`src/rtl/rf_alu_sequencer.sv`:
```
// Sequences one load or R-format instruction at a time through the RF_ALU block (read, execute, write back).
// Latency: instr ALU_LAT+2, load 2, illegal 1 cycles to done; sources hold their request until ready.
module rf_alu_sequencer #(
  parameter int ALU_LAT = 1,
  parameter int XLEN    = 64
) (
  input  logic            clock,
  input  logic            reset,
  input  logic            instr_valid,
  input  logic [31:0]     instr,
  output logic            instr_ready,
  input  logic            ld_valid,
  input  logic [4:0]      ld_reg,
  input  logic [XLEN-1:0] ld_data,
  output logic            ld_ready,
  output logic [4:0]      Read1,
  output logic [4:0]      Read2,
  output logic [4:0]      WriteReg,
  output logic [XLEN-1:0] WriteData,
  output logic            RegWrite,
  output logic [1:0]      ALUOp,
  output logic [10:0]     OpcodeField,
  input  logic [XLEN-1:0] ALU_Result,
  input  logic            zero,
  output logic [XLEN-1:0] result,
  output logic            result_zero,
  output logic            done,
  output logic            illegal
);

  typedef enum logic [1:0] {S_IDLE, S_EXEC, S_WRITE, S_DONE} state_t;

  localparam logic [10:0] OP_AND = 11'b10001010000;
  localparam logic [10:0] OP_ORR = 11'b10101010000;
  localparam logic [10:0] OP_ADD = 11'b10001011000;
  localparam logic [10:0] OP_SUB = 11'b11001011000;
  localparam logic [3:0]  LAST_CNT = 4'(ALU_LAT - 1);

  state_t            r_state;
  state_t            w_next;
  logic [3:0]        r_cnt;
  logic [4:0]        r_read1;
  logic [4:0]        r_read2;
  logic [4:0]        r_wreg;
  logic [XLEN-1:0]   r_wdata;
  logic [1:0]        r_aluop;
  logic [10:0]       r_opcode;
  logic [XLEN-1:0]   r_result;
  logic              r_zero;
  logic              r_illegal;

  logic              w_ld_acc;
  logic              w_in_acc;
  logic              w_supported;
  logic              w_exec_last;
  logic              w_unused_shamt;

  assign w_unused_shamt = ^instr[15:10];

  assign ld_ready    = (r_state == S_IDLE);
  assign instr_ready = (r_state == S_IDLE) && !ld_valid;
  assign w_ld_acc    = ld_ready && ld_valid;
  assign w_in_acc    = instr_ready && instr_valid;
  assign w_supported = (instr[31:21] == OP_AND) || (instr[31:21] == OP_ORR) ||
                       (instr[31:21] == OP_ADD) || (instr[31:21] == OP_SUB);
  assign w_exec_last = (r_state == S_EXEC) && (r_cnt == LAST_CNT);

  always_ff @(posedge clock or posedge reset) begin
    if (reset) r_state <= S_IDLE;
    else       r_state <= w_next;
  end

  always_comb begin
    w_next = r_state;
    case (r_state)
      S_IDLE: begin
        if (w_ld_acc)      w_next = S_WRITE;
        else if (w_in_acc) w_next = w_supported ? S_EXEC : S_DONE;
      end
      S_EXEC:  if (w_exec_last) w_next = S_WRITE;
      S_WRITE: w_next = S_DONE;
      S_DONE:  w_next = S_IDLE;
      default: w_next = S_IDLE;
    endcase
  end

  always_ff @(posedge clock or posedge reset) begin
    if (reset) begin
      r_cnt     <= '0;
      r_read1   <= '0;
      r_read2   <= '0;
      r_wreg    <= '0;
      r_wdata   <= '0;
      r_aluop   <= '0;
      r_opcode  <= '0;
      r_result  <= '0;
      r_zero    <= 1'b0;
      r_illegal <= 1'b0;
    end else begin
      if (w_ld_acc) begin
        r_wreg    <= ld_reg;
        r_wdata   <= ld_data;
        r_illegal <= 1'b0;
      end else if (w_in_acc) begin
        r_read1   <= instr[9:5];
        r_read2   <= instr[20:16];
        r_wreg    <= instr[4:0];
        r_opcode  <= instr[31:21];
        r_aluop   <= w_supported ? 2'b10 : 2'b00;
        r_illegal <= !w_supported;
        r_cnt     <= '0;
      end
      if (r_state == S_EXEC) begin
        if (w_exec_last) begin
          r_result <= ALU_Result;
          r_zero   <= zero;
          r_wdata  <= ALU_Result;
        end else begin
          r_cnt <= r_cnt + 4'd1;
        end
      end
      // ALUOp is back to 00 by the time done is visible
      if (r_state == S_WRITE) r_aluop <= 2'b00;
    end
  end

  assign Read1       = r_read1;
  assign Read2       = r_read2;
  assign WriteReg    = r_wreg;
  assign WriteData   = r_wdata;
  assign RegWrite    = (r_state == S_WRITE) && (r_wreg != 5'd31);
  assign ALUOp       = r_aluop;
  assign OpcodeField = r_opcode;
  assign result      = r_result;
  assign result_zero = r_zero;
  assign done        = (r_state == S_DONE);
  assign illegal     = (r_state == S_DONE) && r_illegal;

endmodule

```
`config.mk`:
```
export PLATFORM = sky130hd
export DESIGN_NAME = rf_alu_sequencer
export DESIGN_NICKNAME = d
export VERILOG_FILES = /design/src/rtl/rf_alu_sequencer.sv
export SDC_FILE = /design/constraint.sdc
export NUM_CORES = 1
export LEC_CHECK = 0
export CAP_MARGIN = 25
export CORE_ASPECT_RATIO = 1.25
export CORE_MARGIN = 3
export CORE_UTILIZATION = 40
export CTS_CLUSTER_SIZE = 25
export DETAILED_ROUTE_END_ITERATION = 12
export PLACE_DENSITY_LB_ADDON = 0.1
export SLEW_MARGIN = 15
export SYNTH_ARGS = -nofsm -noshare
export SYNTH_HDL_FRONTEND = slang
export SYNTH_SLANG_ARGS = --single-unit
```
`constraint.sdc`:
```
create_clock -name clock -period 12.75 [get_ports clock]
set_clock_uncertainty 0.15 [all_clocks]
set_input_delay 2.55 -clock clock [delete_from_list [all_inputs] [get_ports clock]]
set_output_delay 2.55 -clock clock [all_outputs]
set_load 0.01 [all_outputs]
```
==> flow_metrics.tcl <==
set metrics [dict create \
    drc 0 \
    dp_hpwl_um 13800 \
    ys_async_sr_fraction_pct 100.0 \
    synth_edf_count 0 \
    yosysMostFrequentCell "nand2_1" \
    tightest_slew_ps 785.3 \
    end_kind "output pin" \
    synth_cells 657 \
    path_cells "clkdlybuf4s50_1, nor2b_1, clkdlybuf4s50_1" \
    htreeDepth 4 \
    min_period_ps 6503 \
    syn_area_per_cell_um2 10.18 \
    hold_viol 0 \
    post_drt_wl_per_cell_um 16.20 \
    core_mm2 0.01627 \
    cts_buffers 17 \
    grt_overflow 0 \
    status "complete, no violations" \
    worst-path-buf-inv 2 \
    drt-initial-drc-count 341 \
    synth_seq_cells 163 \
    r2r_setup_slack_ps 9790 \
    nFillCells 1360 \
    reg2reg_depth 6 \
    routed_via_density 4.751 \
    postRouteAntennaNets 0 \
    synth.area.top_cells "dfrtp_1, nand2_1, mux2i_1" \
    worstSetupPathDepth 3 \
    clock_sinks 163 \
    grt_pass1_vias 5581 \
    path_class "primary input to output pin" \
    place_congestion 0.7821 \
    antenna_found_initial 0 \
    drive_gt1_share_pct 4.286 \
    yosys_warnings 0 \
    hold_class "flip-flop to flip-flop" \
    slew_violations 0 \
    hold_buffers 0 \
    rsz0062_at_grt "false" \
    grt_first_pass_wirelength_um 29630 \
    drv_cap 0 \
    cpPeakStageDelay_ps 560 \
    setup_viol 0 \
    yosysTopAreaCellShare_pct 61.01 \
    total_power_mw 2.627 \
    via_count 5682 \
    clk_pin_slew_ps 60 \
    post_cts_buffers 0 \
    dr.pass1.iters 6 \
    synth_fp_nets 834 \
    cts_tree "done" \
    fin_tns_setup_ps 0 \
    grt_max_degree 84 \
    routed_wl_um 19380 \
    synth_common_cells "nand2_1, dfrtp_1, mux2i_1, o21ai_1, buf_2" \
    fin_nets 1145 \
    cp_top_family "buffers and inverters" \
    die_w_um 121.6 \
    num_rows 52 \
    critPathLaunch "ld_valid" \
    die_h_um 150.5 \
    seq_area_frac_synth_pct 61.01 \
    cts-resized-gates 0 \
    clk_path_buf_depth 2 \
    antenna_cells 0 \
    crit_path_top_delay_cell "clkdlybuf4s50_1" \
    root_buffer "clkbuf_16" \
    p_leak_nw 5.241 \
    area_growth_pct 60.30 \
    io_buffers 324 \
    p_per_area_mw_per_mm2 245.1 \
    initial_core_util_pct 41.10 \
    cp_max_fo 7 \
    reg2reg_from "r_state[1]" \
    dpl_cell_area_mm2 0.01009 \
    io_pins 332 \
    design_area_mm2 0.01072 \
    max_freq_ghz 0.1538 \
    hold_depth 2 \
    insertion_delay_ps 420 \
    crit_top_cell "clkdlybuf4s50_1" \
    ys_types 39 \
    cp.required_ps 10050 \
    setup.worst_path.end "instr_ready" \
    reg2reg_to "WriteData[0]" \
    syn_area_mm2 0.006685 \
    slew_headroom_pct 47.64 \
    arrival_ps 3800 \
    die-area_mm2 0.01831 \
    cp-start-kind "primary input" \
    synth_ff_type "dfrtp_1" \
    synth_area_leader_cell "dfrtp_1" \
    post-route-period-util_pct 51.01 \
    ir_worst_vdd_mv 0.1076 \
    grt_util_all_layers_pct 20.88 \
]
per-layer routing:
metal  share of wire, %  GRT usage [%]  vias to the layer above
met5                  0              0                        -
met4                3.0          9.081                        0
met3                8.6          7.892                       37
met2                 48          33.67                      229
met1                 40          24.99                     2642
li1                   -              -                     2774
worst reg2reg max path: stages (launching register included):
cell	delay, ps
dfrtp_1	400
inv_1	120
ha_1	400
and4bb_4	720
buf_4	730
nand2_1	240
o21ai_1	120
sequential cells by signal, indices dropped and copies added, names as in the netlist, 2 cells and up:
name / flops
r_cnt: 4
WriteData: 64
OpcodeField: 11
WriteReg: 5
r_state: 2
result: 64
Read2: 5
Read1: 5
final cells by class:
| class | instances | area, um2 | area share [%] |
|---|---|---|---|
| clock inverter | 9 | 105.1 | 0.9807 |
| sequential | 163 | 4079 | 38.06 |
| multi-input combinational | 450 | 2445 | 22.81 |
| tap | 216 | 270.3 | 2.522 |
| timing repair buffer | 330 | 3316 | 30.94 |
| inverter | 6 | 27.53 | 0.2569 |
| clock buffer | 22 | 474.2 | 4.425 |
cell families after synthesis:
kind of cell | Yosys count | share of synthesized area [%]
flops | 163 | 61.01
mux | 67 | 10.07
simple gates | 294 | 18.12
compound gates | 80 | 6.476
xor+xnor | 1 | 0.1310
other cells | 1 | 0.05609
buf+inv | 44 | 2.826
fa+ha+maj | 7 | 1.310
stage by stage:
| stage | setup WS [ps] | hold slack, ps | util (%) | instances |
|---|---|---|---|---|
| 6_report | 6247 | 321.4 | 65.88 | 1196 |
| 3_5_place_dp | 6245 | 311.1 | 62.06 | 1163 |
| 5_1_grt | 6196 | 342.8 | 65.88 | 1196 |
| 3_3_place_gp | 6251 | 306.7 | 62.06 | 1163 |
| 2_1_floorplan | 5645 | 317.6 | - | 657 |
| 4_1_cts | 6240 | 325.9 | 65.62 | 1194 |
worst min-delay path by stage:
stage,startpoint,slack (ps),end
4_1_cts,result[22],330,result[22]
6_report,result[22],320,result[22]
2_1_floorplan,r_illegal,320,r_illegal
3_5_place_dp,result[22],310,result[22]
3_3_place_gp,OpcodeField[5],310,OpcodeField[5]
5_1_grt,result[52],340,result[52]
layout by cell type (no fill, tap or decap), types with 2 or more instances in the layout:
cell type / Yosys / final
a21oi_1: 2 / 2
a22oi_1: 5 / 5
and2_1: 3 / 3
buf_4: 1 / 4
bufinv_16: 0 / 2
clkbuf_1: 12 / 2
clkbuf_16: 0 / 17
clkbuf_8: 0 / 3
clkdlybuf4s50_1: 0 / 324
clkinv_2: 0 / 3
clkinvlp_4: 0 / 4
dfrtp_1: 163 / 163
ha_1: 7 / 7
inv_1: 6 / 5
mux2_1: 2 / 2
mux2i_1: 65 / 65
nand2_1: 266 / 265
nand3_1: 9 / 9
nand3b_1: 2 / 2
o21ai_1: 65 / 65
where the power goes:
group / internal, mW / switching (mW)
registers: 0.772 / 0.129
clock network: 0.302 / 0.202
logic: 0.651 / 0.571
Power figures use the tool's default switching activity.
